--- config.mk ---
export PLATFORM = sky130hd
export DESIGN_NAME = spi_controller_flat
export DESIGN_NICKNAME = d
export VERILOG_FILES = /design/src/rtl/spi_pkg.sv /design/src/rtl/spi_controller_if.sv /design/src/rtl/spi_timer.sv /design/src/rtl/spi_controller.sv /design/src/flat_wrapper.sv
export SDC_FILE = /design/constraint.sdc
export NUM_CORES = 1
export LEC_CHECK = 0
export ABC_AREA = 1
export CAP_MARGIN = 5
export CORE_ASPECT_RATIO = 1.2
export CORE_MARGIN = 2
export CORE_UTILIZATION = 45
export DETAILED_ROUTE_END_ITERATION = 12
export PLACE_DENSITY = 0.66
export SYNTH_ARGS = -nofsm -noshare
export SYNTH_HDL_FRONTEND = slang
export SYNTH_HIERARCHICAL = 1
export SYNTH_SLANG_ARGS = --single-unit
export TNS_END_PERCENT = 1
--- constraint.sdc ---
create_clock -name clk -period 2.3 [get_ports clk]
set_input_delay 0.23 -clock clk [delete_from_list [all_inputs] [get_ports clk]]
set_output_delay 0.23 -clock clk [all_outputs]
set_load 0.02 [all_outputs]
--- src/rtl/spi_pkg.sv ---
// Shared constants and FSM state encoding for the SPI write controller
// and its peripheral-side register map.
package spi_pkg;
  localparam int FRAME_W = 16;
  localparam int ADDR_W  = 7;
  localparam int DATA_W  = 8;

  localparam logic [ADDR_W-1:0] REG_CTRL   = 7'h00;
  localparam logic [ADDR_W-1:0] REG_STATUS = 7'h01;
  localparam logic [ADDR_W-1:0] REG_CFG    = 7'h02;
  localparam logic [ADDR_W-1:0] REG_DATA   = 7'h03;
  localparam logic [ADDR_W-1:0] REG_IRQ    = 7'h04;

  typedef enum logic [2:0] {IDLE, SETUP, SHIFT, HOLD, GAP} state_t;
endpackage

--- src/rtl/spi_controller_if.sv ---
// Request handshake and serial pins of the SPI controller; the slave
// modport is the controller view, the master modport the requester view.
interface spi_controller_if;
  logic                        req_valid;
  logic [spi_pkg::ADDR_W-1:0]  req_addr;
  logic [spi_pkg::DATA_W-1:0]  req_data;
  logic                        req_ready;
  logic                        busy;
  logic                        done;
  logic                        SCLK;
  logic                        nCS;
  logic                        COPI;

  modport master (output req_valid, req_addr, req_data,
                  input  req_ready, busy, done, SCLK, nCS, COPI);
  modport slave  (input  req_valid, req_addr, req_data,
                  output req_ready, busy, done, SCLK, nCS, COPI);
endinterface

--- src/rtl/spi_timer.sv ---
// Loadable down-counter: load_val+1 cycles elapse from load until zero
// is seen high, so a state lasting N cycles loads N-1.
module spi_timer #(
  parameter int W = 8
) (
  input  logic         clk,
  input  logic         rst,
  input  logic         load,
  input  logic [W-1:0] load_val,
  output logic         zero
);
  logic [W-1:0] cnt;

  always_ff @(posedge clk) begin
    if (rst)               cnt <= '0;
    else if (load)         cnt <= load_val;
    else if (cnt != '0)    cnt <= cnt - 1'b1;
  end

  assign zero = (cnt == '0);
endmodule

--- src/rtl/spi_controller.sv ---
// SPI mode-0 write-only controller: one 16-bit frame {1, addr, data} per
// accepted request, framed by programmable nCS setup, hold and gap times.
module spi_controller
  import spi_pkg::*;
#(
  parameter int CLK_DIV  = 4,
  parameter int CS_SETUP = 4,
  parameter int CS_HOLD  = 8,
  parameter int CS_GAP   = 4
) (
  input  logic           clk,
  input  logic           rst,
  spi_controller_if.slave bus
);
  localparam logic [7:0] SETUP_LD = 8'(CS_SETUP - 1);
  localparam logic [7:0] HALF_LD  = 8'(CLK_DIV - 1);
  localparam logic [7:0] HOLD_LD  = 8'(CS_HOLD - 1);
  localparam logic [7:0] GAP_LD   = 8'(CS_GAP - 1);

  state_t               state;
  logic [FRAME_W-1:0]   frame;
  logic [4:0]           bit_cnt;
  logic                 sclk_q, ncs_q, copi_q, done_q;
  logic                 accept, t_zero, t_load;
  logic [7:0]           t_val;

  assign bus.req_ready = (state == IDLE) && !rst;
  assign bus.busy      = (state != IDLE);
  assign bus.done      = done_q;
  assign bus.SCLK      = sclk_q;
  assign bus.nCS       = ncs_q;
  assign bus.COPI      = copi_q;
  assign accept        = bus.req_valid && bus.req_ready;

  // Timer reload value is chosen for the interval that starts next.
  always_comb begin
    t_val = '0;
    case (state)
      IDLE:    t_val = SETUP_LD;
      SETUP:   t_val = HALF_LD;
      SHIFT:   t_val = (sclk_q && bit_cnt == 5'd15) ? HOLD_LD : HALF_LD;
      HOLD:    t_val = GAP_LD;
      default: t_val = '0;
    endcase
  end

  assign t_load = accept || (state != IDLE && t_zero);

  spi_timer #(.W(8)) u_timer (
    .clk      (clk),
    .rst      (rst),
    .load     (t_load),
    .load_val (t_val),
    .zero     (t_zero)
  );

  always_ff @(posedge clk) begin
    if (rst) begin
      state   <= IDLE;
      frame   <= '0;
      bit_cnt <= '0;
      sclk_q  <= 1'b0;
      ncs_q   <= 1'b1;
      copi_q  <= 1'b0;
      done_q  <= 1'b0;
    end else begin
      done_q <= 1'b0;
      case (state)
        IDLE: if (accept) begin
          frame  <= {1'b1, bus.req_addr, bus.req_data};
          state  <= SETUP;
          ncs_q  <= 1'b0;
          copi_q <= 1'b1;
        end
        SETUP: if (t_zero) begin
          state   <= SHIFT;
          bit_cnt <= '0;
        end
        SHIFT: if (t_zero) begin
          if (!sclk_q) begin
            sclk_q <= 1'b1;
          end else begin
            // Falling edge: present the next bit while SCLK is low.
            sclk_q <= 1'b0;
            if (bit_cnt == 5'd15) begin
              state <= HOLD;
            end else begin
              bit_cnt <= bit_cnt + 1'b1;
              frame   <= {frame[FRAME_W-2:0], 1'b0};
              copi_q  <= frame[FRAME_W-2];
            end
          end
        end
        HOLD: if (t_zero) begin
          state  <= GAP;
          ncs_q  <= 1'b1;
          copi_q <= 1'b0;
        end
        GAP: if (t_zero) begin
          state  <= IDLE;
          done_q <= 1'b1;
        end
        default: state <= IDLE;
      endcase
    end
  end
endmodule

--- src/flat_wrapper.sv ---
// flat-port wrapper written by rule: the top's interface ports become plain ports
module spi_controller_flat import spi_pkg::*;
#(
  parameter int CLK_DIV  = 4,
  parameter int CS_SETUP = 4,
  parameter int CS_HOLD  = 8,
  parameter int CS_GAP   = 4
)
  (clk, rst, bus_req_valid, bus_req_addr, bus_req_data, bus_req_ready, bus_busy, bus_done, bus_SCLK, bus_nCS, bus_COPI);
  spi_controller_if bus_i ();
  input  logic clk;
  input  logic rst;
  input wire logic [$bits(bus_i.req_valid)-1:0] bus_req_valid;
  input wire logic [$bits(bus_i.req_addr)-1:0] bus_req_addr;
  input wire logic [$bits(bus_i.req_data)-1:0] bus_req_data;
  output wire logic [$bits(bus_i.req_ready)-1:0] bus_req_ready;
  output wire logic [$bits(bus_i.busy)-1:0] bus_busy;
  output wire logic [$bits(bus_i.done)-1:0] bus_done;
  output wire logic [$bits(bus_i.SCLK)-1:0] bus_SCLK;
  output wire logic [$bits(bus_i.nCS)-1:0] bus_nCS;
  output wire logic [$bits(bus_i.COPI)-1:0] bus_COPI;
  assign bus_i.req_valid = bus_req_valid;
  assign bus_i.req_addr = bus_req_addr;
  assign bus_i.req_data = bus_req_data;
  assign bus_req_ready = bus_i.req_ready;
  assign bus_busy = bus_i.busy;
  assign bus_done = bus_i.done;
  assign bus_SCLK = bus_i.SCLK;
  assign bus_nCS = bus_i.nCS;
  assign bus_COPI = bus_i.COPI;
  spi_controller #(.CLK_DIV(CLK_DIV), .CS_SETUP(CS_SETUP), .CS_HOLD(CS_HOLD), .CS_GAP(CS_GAP)) u_core (.clk(clk), .rst(rst), .bus(bus_i));
endmodule
==> results.json, run 1 <==
{
  "status": "complete, no violations",
  "pre_cts_ws_ns": 0.368,
  "fmax_mhz": 503,
  "viasPerCell": 4.94,
  "startpoint": "u_core/state[0]",
  "wl_um": 4240,
  "path_cells": "nor2_2 -> nand2_2 -> nor2_1 -> clkdlybuf4s50_1",
  "synth-seq-cells": 35,
  "path_buf_inv": 1,
  "drt-initial-drc-count": 98,
  "num_rows": 26,
  "io_pins": 24,
  "finish.net_count": 341,
  "rsz0062_at_grt": "false",
  "hpwl_um": 3050,
  "crit_slowest_cell": "clkdlybuf4s50_1",
  "critPathTopFamily": "buffers and inverters",
  "r2r_start": "u_core/u_timer/cnt[0]",
  "cts_setup_buffers": 0,
  "powerDensity_nw_per_um2": 1290,
  "firstDrtPassIters": 6,
  "grt_max_degree": 27,
  "antenna_found_initial": 0,
  "htreeDepth": 2,
  "final_antenna_net_count": 0,
  "area_growth_pct": 17.8,
  "crit_fanout": 6,
  "cts_root_buf": "clkbuf_8",
  "drc": 0,
  "die-height_um": 77.5,
  "cpPeakStageDelay_ns": 0.62,
  "syn_inst": 291,
  "netlist_area_um2": 2030,
  "fin_skew_ns": 0.00207,
  "clkTransAtPathRegs_ns": 0.07,
  "clock-sinks": 35,
  "max-cap-violations": 0,
  "insertion_delay_ns": 0.29,
  "yosys_warnings": 6,
  "antenna_cells": 0,
  "io_buffers": 23,
  "p_leak_uw": 0.000984,
  "fin_crit_ns": 1.99,
  "core_um2": 4290,
  "hp-start": "u_core/frame[5]",
  "worst_slack_ns": 0.311,
  "hold_viol_final": 0,
  "cts-resized-gates": 0,
  "clockBufferDepth": 2,
  "setup_violations": 0,
  "finalCritPeriodShare_pct": 86.5,
  "yosysSeqAreaShare_pct": 34.6,
  "grt_overflow": 0,
  "cp.required_ns": 2.07,
  "cts_buffers": 5,
  "hp-class": "reg2reg",
  "fp.dieW_um": 65.3,
  "die_area_um2": 5060,
  "finalMaxSlewViolations": 0,
  "wire_per_inst_um": 11.3,
  "num_vias": 1862,
  "track_usage_pct": 18.4,
  "irDropWorstVdd_mv": 0.527,
  "gp_congestion": 0.829,
  "critPathKind": "reg2out",
  "postSynthAreaPerCell_um2": 6.97,
  "ctsHoldBuffers": 0,
  "synth_cell_types": 30,
  "tns_ns": 0,
  "grt_pass1_wl_um": 7330,
  "drive_gt1_share_pct": 17.1,
  "worst_setup_path_end_kind": "output pin",
  "cts_tree": "done",
  "grt_pass1_vias": 1731,
  "critical_path.startpoint_type": "flop",
  "arrival_ns": 1.76,
  "start_util_pct": 47.2
}
==> synthesized netlist by cell type <==
cell type  instances  area, um2
xnor2_1            2       17.5
buf_12             1       20.0
buf_1              1       3.75
nand2_1           88        330
buf_2              4       20.0
nand2_2           15       93.8
ha_1               3       37.5
o211ai_1           1       7.51
nor2_4             4       45.0
a21oi_2           10       87.6
inv_2              7       26.3
xor2_1             2       17.5
dfxtp_1           35        701
buf_4              1       7.51
nand3_1           24        120
o21ai_0            6       30.0
inv_1             12       45.0
o21ai_1            5       25.0
nor3b_1            1       7.51
nor2_8             2       40.0
nor3_1             5       25.0
buf_6              1       11.3
nand2_8            1       20.0
a21oi_4            2       32.5
conb_1             1       3.75
nand4_1            2       12.5
nor2_2             4       25.0
nor2_1            32        120
a21oi_1           18       90.1
clkbuf_1           1       3.75
==> power breakdown <==
part / internal (uW) / total, uW / switching, uW / leakage [uW]
Combinational: 615 / 1660 / 1040 / 0.000655
Sequential: 824 / 993 / 169 / 0.000287
Clock: 212 / 431 / 218 / 0.0000422
Total: 1650 / 3080 / 1430 / 0.000984
==> cell type report <==
class                           count  area, um2
Tap cell                           56       70.1
Fill cell                         457       1910
Timing Repair Buffer               27        260
Clock inverter                      1       5.00
Clock buffer                        7       76.3
Multi-Input combinational cell    232       1200
Sequential cell                    35        701
Inverter                           19       71.3
==> tightest hold or removal path: cells and delay by family, from the launching register on <==
family / cells / cell delay, ns
and+or+nand+nor: 1 / 0.06
AOI/OAI and AO/OA: 1 / 0.05
DFF: 1 / 0.31
==> registers in the layout, indices dropped and copies added, names as in the netlist <==
name / cells
u_core/bus.done: 1
u_core/frame: 15
u_core/bus.nCS: 1
u_core/state: 3
u_core/bus.SCLK: 1
u_core/bus.COPI: 1
u_core/bit_cnt: 5
u_core/u_timer/cnt: 8
==> layer usage <==
metal	track usage, %	part of all wire [%]	vias to the layer above
met5	0	0	-
met4	10.6	2.2	0
met1	22.0	45	837
met3	2.90	3.7	8
li1	-	-	989
met2	30.8	49	28
==> kinds of logic after synthesis <==
logic type	Yosys count	share of synthesized area [%]
simple gates	178	41.4
compound gates	42	13.5
flops	35	34.6
buf+inv	28	6.79
xor+xnor	4	1.73
fa+ha+maj	3	1.85
other cells	1	0.185
==> metrics by stage <==
stage               total power [uW]  cells  utilization [%]  instance area [um2]  hold WS (ns)
global placement                2660    369             53.7                 2310         0.451
detailed placement              2670    369             53.7                 2310         0.455
finish                          3080    377             55.6                 2390         0.464
CTS                             3110    377             55.6                 2390         0.469
floorplan                       2370    295                -                 2040         0.299
global route                    3340    377             55.6                 2390         0.481
==> final timing paths <==
check             slack [ns]              end  cells after the start
setup reg to reg        0.37  u_core/frame[7]                     10
hold / removal          0.46  u_core/frame[5]                      2
hold reg to reg         0.46  u_core/frame[5]                      2
setup / recovery        0.31    bus_req_ready                      4
==> layout by cell type (no fill, tap or decap), types with 4 or more instances in the layout <==
cell / n
inv_2: 7
nor2_1: 32
a21oi_1: 18
clkbuf_8: 5
nor2_2: 4
inv_1: 12
nand2_2: 15
o21ai_1: 5
conb_1: 5
dfxtp_1: 35
nor3_1: 5
nor2_4: 4
nand3_1: 24
nand2_1: 88
o21ai_0: 6
a21oi_2: 10
clkdlybuf4s50_1: 23
buf_4: 4
Note: power is estimated with default switching activity, not from simulation.
==> inputs of run 2 (changes only) <==
Settings changed: MAX_ROUTING_LAYER from default to met4.
==> results of run 2 <==
The final DEF is identical to that of run 1; final timing and power are the same.
Main changes from that run: final weighted congestion in routability-driven placement 0.829 -> 0.841; overall routing resource usage 18.4% -> 18.9%
